**config.mk**
```make
export PLATFORM = sky130hd
export DESIGN_NAME = edsac_clk_gen
export DESIGN_NICKNAME = d
export VERILOG_FILES = /design/src/rtl/edsac_clk_gen.sv
export SDC_FILE = /design/constraint.sdc
export NUM_CORES = 1
export LEC_CHECK = 0
export BUFFER_PORTS_ARGS = -buffer_cell sky130_fd_sc_hd__buf_4
export CORE_MARGIN = 2
export CORE_UTILIZATION = 56
export CTS_CLUSTER_SIZE = 12
export DETAILED_ROUTE_END_ITERATION = 10
export GPL_ROUTABILITY_DRIVEN = 0
export PLACE_DENSITY = 0.86
export SLEW_MARGIN = 20
export SYNTH_ARGS = -nofsm -noshare
export SYNTH_HDL_FRONTEND = slang
export SYNTH_SLANG_ARGS = --single-unit
export TNS_END_PERCENT = 20
```
**constraint.sdc**
```tcl
create_clock -name clk -period 4.25 [get_ports clk]
set_clock_uncertainty 0.2 [all_clocks]
set_input_delay 0.6375 -clock clk [delete_from_list [all_inputs] [get_ports clk]]
set_output_delay 0.6375 -clock clk [all_outputs]
set_load 0.01 [all_outputs]
```
**src/rtl/edsac_clk_gen.sv**
```systemverilog
// EDSAC-style programmable clock generator.
// Divides the system clock by a loadable half-period and produces a
// free-running (RUN) or counted-burst (STEP) output clock plus a rising-edge
// tick pulse. Stopping is always aligned to a falling edge of clk_out so a
// high phase is never cut short.
module edsac_clk_gen #(
  parameter int DIV_W       = 8,
  parameter int DIV_DEFAULT = 100,
  parameter int STEP_W      = 8
) (
  input  logic              clk,
  input  logic              rst,
  input  logic              run,
  input  logic              step_req,
  input  logic [STEP_W-1:0] step_n,
  input  logic              div_load,
  input  logic [DIV_W-1:0]  div_val,
  output logic              clk_out,
  output logic              tick,
  output logic              busy,
  output logic [STEP_W-1:0] steps_left
);

  localparam logic [1:0] IDLE = 2'd0;
  localparam logic [1:0] RUN  = 2'd1;
  localparam logic [1:0] STEP = 2'd2;

  localparam logic [DIV_W-1:0]  DIV_ONE  = DIV_W'(1);
  localparam logic [DIV_W-1:0]  DIV_RST  = DIV_W'(DIV_DEFAULT);
  localparam logic [STEP_W-1:0] STEP_ONE = STEP_W'(1);

  logic [1:0]        state_q, state_d;
  logic [DIV_W-1:0]  cnt_q, cnt_d;
  logic [DIV_W-1:0]  div_q, div_d;
  logic              clkOut_q, clkOut_d;
  logic              tick_q, tick_d;
  logic [STEP_W-1:0] stepsLeft_q, stepsLeft_d;

  logic [DIV_W-1:0]  half;
  logic              terminal;
  logic              runStop;

  // A zero divisor is treated as one so the output toggles every cycle.
  always_comb begin
    half     = (div_q == '0) ? DIV_ONE : div_q;
    terminal = (cnt_q >= (half - DIV_ONE));
    runStop  = (state_q == RUN) && !run;
  end

  // Next-state logic: phase counting, edge generation and mode changes.
  always_comb begin
    state_d     = state_q;
    cnt_d       = cnt_q;
    clkOut_d    = clkOut_q;
    tick_d      = 1'b0;
    stepsLeft_d = stepsLeft_q;
    div_d       = div_load ? div_val : div_q;

    case (state_q)
      IDLE: begin
        cnt_d    = '0;
        clkOut_d = 1'b0;
        if (run) begin
          state_d = RUN;
        end else if (step_req && (step_n != '0)) begin
          state_d     = STEP;
          stepsLeft_d = step_n;
        end
      end

      RUN, STEP: begin
        if (runStop && !clkOut_q && (cnt_q == '0)) begin
          state_d = IDLE;
        end else if (terminal) begin
          cnt_d    = '0;
          clkOut_d = ~clkOut_q;
          if (clkOut_q) begin
            if (runStop || ((state_q == STEP) && (stepsLeft_q == '0))) begin
              state_d = IDLE;
            end
          end else begin
            tick_d = 1'b1;
            if (stepsLeft_q != '0) begin
              stepsLeft_d = stepsLeft_q - STEP_ONE;
            end
          end
        end else begin
          cnt_d = cnt_q + DIV_ONE;
        end
      end

      default: begin
        state_d  = IDLE;
        cnt_d    = '0;
        clkOut_d = 1'b0;
      end
    endcase
  end

  // State registers; reset aborts any period in progress immediately.
  always_ff @(posedge clk or posedge rst) begin
    if (rst) begin
      state_q     <= IDLE;
      cnt_q       <= '0;
      div_q       <= DIV_RST;
      clkOut_q    <= 1'b0;
      tick_q      <= 1'b0;
      stepsLeft_q <= '0;
    end else begin
      state_q     <= state_d;
      cnt_q       <= cnt_d;
      div_q       <= div_d;
      clkOut_q    <= clkOut_d;
      tick_q      <= tick_d;
      stepsLeft_q <= stepsLeft_d;
    end
  end

  assign clk_out    = clkOut_q;
  assign tick       = tick_q;
  assign busy       = (state_q != IDLE);
  assign steps_left = stepsLeft_q;

endmodule

```
Yosys cells after proc, flatten, opt, wreduce, memory -nomap -nowiden
Index checks and enable logic that the tools add are counted.
- input bits: 21
- flip-flop bits (word level): 28
- output and inout bits: 11
- multiplexer cells: 25
- reduce and logical (&&, ||, !) cells: 20
- equal/unequal tests: 12
- magnitude comparators: 1
- bitwise operators: 1
- add/sub/neg operators: 3
- operator list (kind ; number):
    8-bit two-way mux ; 10
    8-bit logical NOT ; 3
    8-bit one-hot mux with 2 select lines ; 1
    8-bit nonzero test ; 2
    8-bit by 1-bit subtractor with 8-bit output, second input constant ; 2
    2-bit two-way mux ; 6
    2-bit inequality test, second input constant ; 6
    3-bit inequality test, second input constant ; 4
    8-bit by 1-bit adder with 8-bit output, second input constant ; 1
    8-bit >= comparator ; 1
    1-bit two-way mux ; 7
    7-bit AND reduction ; 1
    1-bit logical AND ; 5
    2-bit one-hot mux with 2 select lines ; 1
    4-bit AND reduction ; 1
    2-bit nonzero test ; 2
    2-bit by 1-bit equality test with 1-bit output, second input constant ; 1
    2-bit equality test, second input constant ; 1
    1-bit logical NOT ; 2
    2-bit logical NOT ; 1
    2-bit AND reduction ; 1
    2-bit OR reduction ; 1
    1-bit logical OR ; 1
    1-bit inverter ; 1

Logic depth before layout (Yosys ltp)
- word-level depth: 8
- depth in mapped cells: 13
- depth with buffers taken out: 13

Least setup slack after synthesis
OpenSTA, ideal clock, no wires.
- path type: flip-flop to flip-flop
- start point: reg div_q[5]
- end point: reg state_q[1]
- path buffers: 0
- data required time: 3923 ps
- setup time: 127 ps
- slack: 935 ps
- period minus slack after synthesis: 3315 ps
- cell stages (with the launch flop): 14
- arrival: 2988 ps
- path through: dfstp_2 -> nor4_1 -> a31oi_1 -> ha_1 -> nand2b_1 -> nor4_1 -> xnor2_1 -> ha_1 -> nand2_1 -> nor2_1 -> a31oi_2 -> nand2b_1 -> a221oi_1 -> mux2_1
- longest elaborated chain between the ends: 6
- ends and longest elaborated chain (element ; line ; RTL):
    from (decl) ; 34 ; logic [DIV_W-1:0] div_q, div_d;
    from (signal assigned) ; 112 ; div_q <= div_d;
    8-bit logical NOT ; 45 ; half = (div_q == '0) ? DIV_ONE : div_q;
    8-bit two-way mux * ; 45 ;
    8-bit by 1-bit subtractor with 8-bit output * ; 46 ; terminal = (cnt_q >= (half - DIV_ONE));
    8-bit >= comparator * ; 46 ;
    3-bit inequality test (no source line) * ; -- ;
    4-bit AND reduction (no source line) * ; -- ;
    to (signal assigned) ; 110 ; state_q <= state_d;
    to (decl) ; 32 ; logic [1:0] state_q, state_d;
Every way passes the cells marked *; elsewhere a longest branch is shown, timed or not.
A chain may end at the register's enable or synchronous reset.

Worst setup path after layout
- start point: reg div_q[5]
- end point: reg stepsLeft_q[3] (netlist: steps_left[3])
- longest elaborated chain between the ends: 6
- ends and longest elaborated chain (element ; line ; RTL):
    8-bit logical NOT ; 45 ;
    8-bit two-way mux * ; 45 ;
    8-bit by 1-bit subtractor with 8-bit output * ; 46 ;
    8-bit >= comparator * ; 46 ;
    2-bit inequality test (no source line) * ; -- ;
    7-bit AND reduction (no source line) * ; -- ;
    to (signal assigned) ; 115 ; stepsLeft_q <= stepsLeft_d;
    to (decl) ; 37 ; logic [STEP_W-1:0] stepsLeft_q, stepsLeft_d;
Marks and branches as above.

==> summary.md <==
| Metric | Value |
|---|---|
| Ys Warns | 0 |
| Htree depth | 1 |
| Crit-path max FO | 9 |
| Post-synthesis sequential area ratio | 37.9% |
| Die H | 61.6 um |
| DIE AREA | 3800 um2 |
| Initial core utilization | 59.9% |
| Peak Freq | 274 MHz |
| Post-CTS Resized | 0 |
| Post CTS Setup Buffer Count | 0 |
| # setup viols final | 0 |
| Share of layout cells above drive strength 1 | 26.0% |
| Top cell type's share of synthesized area | 33.6% |
| Pwr/cell area | 533 nW/um2 |
| Worst path cell trace | nor4_1, a31oi_1, ha_1, nand2b_1, nor4_1, xnor2_1, ha_1, nand2_1, nor2_1, a31oi_2, nand2b_1, nor3_1, a311oi_1 |
| Setup TNS | 0 ns |
| EDFF count, synth | 0 |
| Critical R2R Launch | div_q[5] |
| Final net count | 260 |
| Largest net degree at the start of global routing | 29 |
| R2R depth | 13 |
| Pre-CTS setup slack | 0.591 ns |
| Post-Synth Simple-Gate Area | 23.6% |
| Core area | 3100 um2 |
| Xor/xnor share of the synthesized area | 5.18% |
| Synth Flop Type | dfrtp_1 |
| IO Pins | 32 |
| Pleak | 0.971 nW |
| Tot GR Track Use | 24.1% |
| Via count | 1538 |
| Final ANT Viol Nets | 0 |
| Count of input and output buffers | 31 |
| # clock sinks | 28 |
| Synth cell types | 47 |
| Vias per cell | 5.76 |
| Largest family of logic cells by synthesized area | simple AND/OR/NAND/NOR gates |
| FILL cells | 247 |
| Cell area after synthesis | 1860 um2 |
| Most frequent cell after synthesis | dfrtp_1 |
| DRT Pass-1 Iters | 4 |
| Worst path max stage delay | 0.59 ns |
| Unrepaired setup endpoints after global routing | no |
| Worst EP required | 4.26 ns |
| Clk slew on worst S/H paths | 0.16 ns |
| CTS tree | yes |
| Period utilisation layout | 85.7% |
| Min cycle time layout | 3.64 ns |
| Setup crit end kind | flip-flop |
| Post-DP Area | 2140 um2 |
| First-pass GRT wire length | 6.78 mm |
| Initial antenna violation count | 0 |
| Worst path depth | 13 |
| CTS buffer count | 3 |
| Status | finished clean |
| Flops & latches, synth | 28 |
| Post-Synthesis Cells | 190 |
| Drt wl/cell | 14.9 um |
| Max_cap viols | 0 |
| CTS Hold Buffers Added | 0 |
| Layout area overhead | 17.8% |
| Slowest library cell on the worst path | dfstp_2 |
| Fin area | 2190 um2 |
| Clk buf depth | 2 |
| Leading area contributor after synthesis | dfrtp_1 |
| R2R Setup Slk | 0.61 ns |
| Endpoints failing hold | 0 |
| Hold Crit Class | in2async |
| Critical Path AT | 3.66 ns |
| Total grt overflow | 0 |
| Mean area per synthesized cell | 9.79 um2 |
| DRC violations left | 0 |
| Slew Viols, Final | 0 |
| Total power | 1.17 mW |
| Post-synthesis mux area share | 4.78% |
| Adder-Cell Fraction of Synth Area | 10.1% |
| Compound-gate portion of the synthesized area | 15.5% |
| Worst-margin pin slew | 0.628 ns |
| Slew headroom | 58.0% |
| Root Buffer | clkbuf_4 |
| Post-DP HPWL | 3.06 mm |
| Final WL | 3.97 mm |
| Chip width | 61.6 um |
| Top cells by area, synth | dfrtp_1, ha_1, dfstp_2 |
| VDD IR max | 0.399 mV |
| Clk Latency, worst-skew pair | 0.34 ns |
| Syn_nets | 226 |
| CP bufs+invs | 0 |
| Worst R2R End | steps_left[3] |
| Startpoint class of the critical path | flip-flop |
| Vias in the first global route | 1534 |
| Iteration-0 DRC Markers | 75 |
| Post-synthesis async set-or-reset flop share | 100% |
| Hold Slack | 0.131 ns |
| FP Rows | 20 |
| CP delay by family, top | simple AND/OR/NAND/NOR gates |
| Ant diodes | 0 |
| Synth top cells by count | dfrtp_1, nor2_1, nand2_1 |
| Setup Crit Path Kind | reg2reg |
| Final WS setup | 0.607 ns |
registers in the layout, summed over array words and instances, names as in the netlist:
name / count
cnt_q: 8
div_q: 8
steps_left: 8
state_q: 2
clk_out: 1
tick: 1
power by group:
group | internal (mW) | switching (mW) | leakage, nW
clock | 0.0955 | 0.0868 | 0.0279
combinational | 0.255 | 0.290 | 0.599
sequential | 0.334 | 0.106 | 0.344
metal layers:
layer  up-vias  track usage [%]  wire length, um
li1        758                -                -
met1       727             32.4             1790
met2        46             39.7             1970
met4         0             8.21               59
met5         -                0                0
met3         7             3.36              149
worst max path at each step:
stage	slack [ns]	from	endpoint
global placement	0.78	div_q[5]	state_q[1]
global route	0.25	div_q[5]	steps_left[4]
CTS	0.59	div_q[5]	state_q[1]
detailed placement	0.59	div_q[5]	steps_left[3]
floorplan	0.93	div_q[5]	state_q[1]
finish	0.61	div_q[5]	steps_left[3]
cell families (layout without fill, tap and decap cells):
| family | count (synthesis) | in the layout |
|---|---|---|
| simple gates | 78 | 78 |
| fa+ha+maj | 15 | 15 |
| mux | 8 | 8 |
| buf+inv | 14 | 47 |
| flops | 28 | 28 |
| compound gates | 36 | 36 |
| xor+xnor | 11 | 11 |
cell type report:
class | count | area, um2 | area share, %
Clock buffer | 3 | 22.5 | 1.03
Timing Repair Buffer | 31 | 233 | 10.6
Sequential cell | 28 | 704 | 32.2
Inverter | 12 | 45.0 | 2.06
Clock inverter | 1 | 30.0 | 1.37
Multi-Input combinational cell | 148 | 1100 | 50.3
Tap cell | 44 | 55.1 | 2.51
cells in the final DEF (no fill, tap or decap), types with 2 or more instances in the layout:
cell type / n
inv_1: 10
dfrtp_1: 25
or3_1: 4
dfstp_2: 3
a211oi_1: 5
a311oi_1: 6
nor4_1: 4
nor2_1: 19
mux2_2: 6
nand3b_1: 2
ha_1: 15
o21ai_0: 4
nand2b_1: 6
buf_4: 31
nand2_1: 17
nor4_2: 2
o21ai_1: 2
clkbuf_4: 3
a22oi_1: 2
nor3b_1: 2
nor3_1: 5
a21oi_1: 7
and3_1: 3
xnor2_1: 5
nand3_1: 5
xor2_1: 6
or4_4: 2
through the flow:
| stage | cells | utilization (%) |
|---|---|---|
| 6_report | 267 | 70.6 |
| 3_5_place_dp | 263 | 68.9 |
| 2_1_floorplan | 190 | - |
| 5_1_grt | 267 | 70.6 |
| 3_3_place_gp | 263 | 68.9 |
| 4_1_cts | 267 | 70.6 |
Note: power is estimated with default switching activity, not from simulation.
